===== config.mk =====
export PLATFORM = sky130hd
export DESIGN_NAME = psram_qspi_frontend
export DESIGN_NICKNAME = d
export VERILOG_FILES = /design/src/rtl/psram_qspi_frontend.sv
export SDC_FILE = /design/constraint.sdc
export NUM_CORES = 1
export LEC_CHECK = 0
export ABC_AREA = 1
export CAP_MARGIN = 0
export CORE_UTILIZATION = 49
export DETAILED_ROUTE_END_ITERATION = 8
export HOLD_SLACK_MARGIN = 0.02
export PLACE_DENSITY_LB_ADDON = 0.25
export SYNTH_ARGS = -nofsm -noshare
export SYNTH_HDL_FRONTEND = slang
export SYNTH_SLANG_ARGS = --single-unit
export TNS_END_PERCENT = 1

===== constraint.sdc =====
create_clock -name clock -period 3.45 [get_ports clock]
set_input_delay 0.5175 -clock clock [delete_from_list [all_inputs] [get_ports clock]]
set_output_delay 0.5175 -clock clock [all_outputs]
set_load 0.01 [all_outputs]

===== src/rtl/psram_qspi_frontend.sv =====
// QSPI PSRAM target front end: decodes quad read (0xEB) and quad write (0x38)
// transactions from an oversampled sck and turns them into word-wide store accesses.
module psram_qspi_frontend (
    input  logic        clock,
    input  logic        reset,
    input  logic        ce_n,
    input  logic        sck,
    input  logic [3:0]  dio_i,
    output logic [3:0]  dio_o,
    output logic        dio_oe,
    output logic        sel,
    output logic        write,
    output logic [23:0] addr,
    output logic [31:0] wdata,
    output logic [3:0]  wmask,
    input  logic [31:0] rdata,
    output logic [2:0]  state_dbg
);

    typedef enum logic [2:0] {IDLE, CMD, ADDR, DUMMY, RDATA, WDATA, IGNORE} state_t;

    state_t      state_q, state_d;
    logic        sck_q, sck_d;
    logic        armed_q, armed_d;
    logic        rd_q, rd_d;
    logic        half_q, half_d;
    logic [2:0]  cnt_q, cnt_d;
    logic [2:0]  nib_q, nib_d;
    logic [1:0]  bc_q, bc_d;
    logic [7:0]  cmd_q, cmd_d;
    logic [23:0] cur_addr_q, cur_addr_d;
    logic [31:0] rbuf_q, rbuf_d;
    logic [31:0] wbuf_q, wbuf_d;
    logic [3:0]  dio_o_q, dio_o_d;
    logic        dio_oe_q, dio_oe_d;
    logic        sel_q, sel_d;
    logic        write_q, write_d;
    logic [23:0] addr_q, addr_d;
    logic [31:0] wdata_q, wdata_d;
    logic [3:0]  wmask_q, wmask_d;

    logic        rise, fall;
    logic [7:0]  rbyte;
    logic [3:0]  fmask;

    assign rise = sck & ~sck_q;
    assign fall = ~sck & sck_q;

    always_comb begin
        state_d    = state_q;
        sck_d      = sck;
        // A transaction may only start after ce_n has been seen high since reset.
        armed_d    = armed_q | ce_n;
        rd_d       = rd_q;
        half_d     = half_q;
        cnt_d      = cnt_q;
        nib_d      = nib_q;
        bc_d       = bc_q;
        cmd_d      = cmd_q;
        cur_addr_d = cur_addr_q;
        rbuf_d     = (sel_q && !write_q) ? rdata : rbuf_q;
        wbuf_d     = wbuf_q;
        dio_o_d    = dio_o_q;
        dio_oe_d   = dio_oe_q;
        sel_d      = 1'b0;
        write_d    = 1'b0;
        addr_d     = addr_q;
        wdata_d    = 32'h0;
        wmask_d    = 4'h0;
        rbyte      = rbuf_q[{nib_q[2:1], 3'b000} +: 8];
        fmask      = (bc_q == 2'd1) ? 4'b0001 : (bc_q == 2'd2) ? 4'b0011 : 4'b0111;

        if (state_q != IDLE && ce_n) begin
            state_d  = IDLE;
            dio_o_d  = 4'h0;
            dio_oe_d = 1'b0;
            // Flush whole bytes of a short write; a dangling high nibble is dropped.
            if (state_q == WDATA && bc_q != 2'd0) begin
                sel_d   = 1'b1;
                write_d = 1'b1;
                addr_d  = cur_addr_q;
                wmask_d = fmask;
                wdata_d = wbuf_q & {{8{fmask[3]}}, {8{fmask[2]}}, {8{fmask[1]}}, {8{fmask[0]}}};
            end
        end else begin
            case (state_q)
                IDLE: begin
                    dio_o_d  = 4'h0;
                    dio_oe_d = 1'b0;
                    if (!ce_n && armed_q) begin
                        state_d = CMD;
                        armed_d = 1'b0;
                        cnt_d   = 3'd0;
                        nib_d   = 3'd0;
                        bc_d    = 2'd0;
                        half_d  = 1'b0;
                        wbuf_d  = 32'h0;
                    end
                end
                CMD: if (rise) begin
                    cmd_d = {cmd_q[6:0], dio_i[0]};
                    if (cnt_q == 3'd7) begin
                        cnt_d = 3'd0;
                        if (cmd_d == 8'hEB) begin
                            state_d = ADDR;
                            rd_d    = 1'b1;
                        end else if (cmd_d == 8'h38) begin
                            state_d = ADDR;
                            rd_d    = 1'b0;
                        end else begin
                            state_d = IGNORE;
                        end
                    end else begin
                        cnt_d = cnt_q + 3'd1;
                    end
                end
                ADDR: if (rise) begin
                    cur_addr_d = {cur_addr_q[19:0], dio_i};
                    if (cnt_q == 3'd5) begin
                        cnt_d = 3'd0;
                        if (rd_q) begin
                            sel_d   = 1'b1;
                            addr_d  = cur_addr_d;
                            state_d = DUMMY;
                        end else begin
                            state_d = WDATA;
                        end
                    end else begin
                        cnt_d = cnt_q + 3'd1;
                    end
                end
                DUMMY: if (rise) begin
                    if (cnt_q == 3'd5) begin
                        cnt_d   = 3'd0;
                        nib_d   = 3'd0;
                        state_d = RDATA;
                    end else begin
                        cnt_d = cnt_q + 3'd1;
                    end
                end
                RDATA: if (fall) begin
                    dio_o_d  = nib_q[0] ? rbyte[3:0] : rbyte[7:4];
                    dio_oe_d = 1'b1;
                    nib_d    = nib_q + 3'd1;
                    // Prefetch the next word while the host clocks out the last nibble.
                    if (nib_q == 3'd7) begin
                        cur_addr_d = cur_addr_q + 24'd4;
                        sel_d      = 1'b1;
                        addr_d     = cur_addr_q + 24'd4;
                    end
                end
                WDATA: if (rise) begin
                    if (!half_q) begin
                        wbuf_d[{bc_q, 3'b100} +: 4] = dio_i;
                        half_d = 1'b1;
                    end else begin
                        wbuf_d[{bc_q, 3'b000} +: 4] = dio_i;
                        half_d = 1'b0;
                        if (bc_q == 2'd3) begin
                            sel_d      = 1'b1;
                            write_d    = 1'b1;
                            addr_d     = cur_addr_q;
                            wdata_d    = wbuf_d;
                            wmask_d    = 4'hF;
                            cur_addr_d = cur_addr_q + 24'd4;
                            bc_d       = 2'd0;
                            wbuf_d     = 32'h0;
                        end else begin
                            bc_d = bc_q + 2'd1;
                        end
                    end
                end
                default: ;
            endcase
        end
    end

    always_ff @(posedge clock) begin
        if (reset) begin
            state_q    <= IDLE;
            sck_q      <= 1'b0;
            armed_q    <= 1'b0;
            rd_q       <= 1'b0;
            half_q     <= 1'b0;
            cnt_q      <= 3'd0;
            nib_q      <= 3'd0;
            bc_q       <= 2'd0;
            cmd_q      <= 8'h0;
            cur_addr_q <= 24'h0;
            rbuf_q     <= 32'h0;
            wbuf_q     <= 32'h0;
            dio_o_q    <= 4'h0;
            dio_oe_q   <= 1'b0;
            sel_q      <= 1'b0;
            write_q    <= 1'b0;
            addr_q     <= 24'h0;
            wdata_q    <= 32'h0;
            wmask_q    <= 4'h0;
        end else begin
            state_q    <= state_d;
            sck_q      <= sck_d;
            armed_q    <= armed_d;
            rd_q       <= rd_d;
            half_q     <= half_d;
            cnt_q      <= cnt_d;
            nib_q      <= nib_d;
            bc_q       <= bc_d;
            cmd_q      <= cmd_d;
            cur_addr_q <= cur_addr_d;
            rbuf_q     <= rbuf_d;
            wbuf_q     <= wbuf_d;
            dio_o_q    <= dio_o_d;
            dio_oe_q   <= dio_oe_d;
            sel_q      <= sel_d;
            write_q    <= write_d;
            addr_q     <= addr_d;
            wdata_q    <= wdata_d;
            wmask_q    <= wmask_d;
        end
    end

    assign dio_o     = dio_o_q;
    assign dio_oe    = dio_oe_q;
    assign sel       = sel_q;
    assign write     = write_q;
    assign addr      = addr_q;
    assign wdata     = wdata_q;
    assign wmask     = wmask_q;
    assign state_dbg = state_q;

endmodule

==> results.json <==
{
  "ir_worst_vdd_v": 0.000375,
  "synthDistinctLibCells": 39,
  "crit_slowest_cell": "dfxtp_1",
  "start_kind": "flip-flop",
  "final_cells": 1551,
  "path_buf_inv": 1,
  "layout-drive-gt1-share": 0.0631,
  "drt_drc_violations_left": 0,
  "rsz0062_at_grt": "false",
  "cts_buffer_depth": 2,
  "fmax_mhz": 390,
  "drtIter0Drc": 593,
  "pwr_density_cell_nw_per_um2": 575,
  "hold_viol_final": 0,
  "cts_buffers": 17,
  "fin_crit_ns": 2.56,
  "slew_violations": 0,
  "criticalPathCategory": "reg2reg",
  "via_per_inst": 5.26,
  "ys_seq_area_frac": 0.417,
  "dr.pass1.iters": 6,
  "yosysWarnings": 0,
  "die_area_um2": 17800,
  "clkLatencyLatePin_ns": 0.44,
  "fin_crit_sh": 0.742,
  "cts_resized": 0,
  "num_rows": 47,
  "worst_ep_arrival_time_ns": 2.88,
  "syn_to_final_growth_pct": 21.2,
  "routedWlPerCell_um": 14.0,
  "critical_path.top_delay_family": "simple AND/OR/NAND/NOR gates",
  "grt_pass1_vias": 7609,
  "netSwitchingPower_mw": 2.02,
  "multiInputGateArea_um2": 4090,
  "fin_skew_ns": 0.00667,
  "p_int_mw": 3.87,
  "p_seq_frac": 0.398,
  "nets": 1372,
  "initial_utilization": 0.506,
  "clock-sinks": 176,
  "placed_cells": 1519,
  "finalSetupViolCount": 0,
  "port_buffers": 109,
  "grt_antenna_before_repair": 0,
  "cap_violations": 0,
  "fin_setup_tns_ns": 0,
  "worst_pin_slew_ns": 1.12,
  "crit_required_ns": 3.77,
  "slew_headroom": 0.256,
  "ant_nets": 0,
  "fillCellCount": 1575,
  "die_y_um": 133,
  "hold_start": "wbuf_q[7]",
  "clock-root-buffer": "clkbuf_16",
  "path_clk_slew_ns": 0.07,
  "hpwl_um": 15000,
  "ios": 110,
  "end_kind": "flip-flop",
  "grt.total_usage": 0.252,
  "finalPower_mw": 5.89,
  "die_w_um": 133,
  "slowest_delay_ns": 0.70,
  "overflow": 0,
  "cts_max_level": 4,
  "outcome": "complete, no violations",
  "vias": 8152,
  "cts_setup_buffers": 0,
  "syn_area_per_cell_um2": 6.85,
  "core_um2": 16700,
  "seq_area_um2": 3520,
  "syn-num-nets": 1287,
  "critPathLaunch": "nib_q[2]",
  "postSynthCellCount": 1233,
  "grt_pass1_wl_um": 36200,
  "cts_tree": "done",
  "grt_max_degree": 58,
  "antenna_cells": 0,
  "min_path_type": "reg2reg",
  "holdBufCountCts": 0,
  "power.leakage_nw": 4.00,
  "crit_chain": "ha_1 -> nand4_1 -> nand3_1 -> nand2_1 -> nand2_1 -> inv_2 -> a21oi_1 -> a21oi_1",
  "power.share.clock": 0.356,
  "reg2reg_from": "nib_q[2]",
  "synth_seq_cells": 176,
  "routed_wl_um": 21700,
  "p_sw_frac": 0.343,
  "cp_max_fo": 20,
  "comb_power_share": 0.246,
  "syn_area_um2": 8450,
  "place_congestion": 0.926
}
-- through the flow --
stage          setup WS, ns   util  area (um^2)  hold WS, ns
2_1_floorplan          1.62      -         8450        0.408
3_3_place_gp          0.617  0.575         9600        0.426
3_5_place_dp          0.534  0.575         9600        0.425
4_1_cts               0.915  0.613        10200        0.429
5_1_grt               0.622  0.613        10200        0.435
6_report              0.889  0.613        10200        0.426
-- kinds of logic after synthesis --
family / Yosys count / synth area share
flops: 176 / 0.417
simple gates: 538 / 0.267
compound gates: 298 / 0.188
buf+inv: 200 / 0.0991
xor+xnor: 7 / 0.00726
fa+ha+maj: 14 / 0.0207
-- cells in the mapped netlist --
cell,number,share of area
nor2_1,223,0.099
nand2_1,220,0.098
dfxtp_1,176,0.42
inv_1,132,0.059
o21ai_0,129,0.076
a21oi_1,118,0.070
nand3_1,47,0.028
clkbuf_1,27,0.012
ha_1,14,0.021
inv_2,14,0.0062
o22ai_1,13,0.0096
buf_2,12,0.0071
nand4_1,10,0.0074
nor3_1,10,0.0059
nand2_2,9,0.0067
o21ai_1,8,0.0047
a211oi_1,7,0.0062
buf_6,7,0.0093
o211ai_1,7,0.0062
xor2_1,6,0.0062
a22oi_1,5,0.0044
nor2_4,5,0.0067
nor3_2,5,0.0059
o21bai_1,5,0.0044
buf_4,4,0.0036
clkinv_1,2,0.00089
nand2_4,2,0.0027
nor2_2,2,0.0015
nor4_1,2,0.0015
o21ai_2,2,0.0021
o221ai_1,2,0.0021
a21oi_2,1,0.0010
clkbuf_2,1,0.00059
inv_4,1,0.00074
nand3_2,1,0.0012
nor2_8,1,0.0024
o211a_1,1,0.0012
or2_2,1,0.00074
xnor2_1,1,0.0010
-- layout by cell type, fill, tap and decap left out, types with 2 or more instances in the layout --
master,instances
nand2_1,220
ha_1,14
o22ai_1,13
inv_1,131
clkinv_1,2
nor4_1,2
o221ai_1,2
clkbuf_16,17
nand2_2,9
bufinv_16,4
nor3_1,10
xor2_1,6
nand4_1,10
nor2_1,223
a22oi_1,5
dfxtp_1,176
a211oi_1,7
nand3_1,47
nor2_2,2
a21oi_1,118
clkinvlp_4,4
clkdlybuf4s50_1,109
buf_4,8
nor3_2,5
nor2_4,5
inv_2,15
o21ai_0,129
o21ai_1,8
o21ai_2,2
inv_8,2
inv_6,2
nand2_4,2
o211ai_1,7
o21bai_1,5
-- state kept, by name (all words and copies together), names as in the netlist --
signal and flops:
half_q 1, wmask 4, cmd_q 7, wdata 32, addr 24, sel 1, armed_q 1, rbuf_q 32
wbuf_q 32, cur_addr_q 24, dio_oe 1, dio_o 4, rd_q 1, nib_q 3, state_dbg 3, bc_q 2
sck_q 1, cnt_q 3
-- worst register-to-register path: stages (launching register included) --
cell     delay (ns)
dfxtp_1        0.70
ha_1           0.30
nand4_1        0.11
nand3_1        0.10
nand2_1        0.07
nand2_1        0.52
inv_2          0.36
a21oi_1        0.21
a21oi_1        0.09
-- layout make-up --
class	count	share of cell area
flip-flops and latches	176	0.344
clock buffers	19	0.0433
well taps	220	0.0269
repair buffers	117	0.112
clock inverters	13	0.0194
multi-input cells	857	0.399
inverters	149	0.0549
-- power groups by stage --
| stage | logic [mW] | clock network (mW) | registers, mW |
|---|---|---|---|
| floorplan | 1.13 | 0 | 2.34 |
| global placement | 1.39 | 0 | 2.38 |
| global route | 1.63 | 2.20 | 2.37 |
| CTS | 1.43 | 2.12 | 2.34 |
| finish | 1.45 | 2.10 | 2.34 |
| detailed placement | 1.41 | 0 | 2.38 |
-- metal layers --
layer  wire [um]  track usage  vias up
met5           0            0        -
met4         444       0.0991        0
met3        1320       0.0430       46
met2       10400        0.424      283
met1        9580        0.321     3676
li1            -            -     4147
-- worst paths after layout --
| path | endpoint | slack [ns] | cells past startpoint |
|---|---|---|---|
| worst max register to register | addr[14] | 0.89 | 8 |
| worst max-delay path | addr[14] | 0.89 | 8 |
| worst min-delay path | wdata[7] | 0.43 | 2 |
| worst min register to register | wdata[7] | 0.43 | 2 |
No activity file was read; power rests on OpenSTA's default activity.
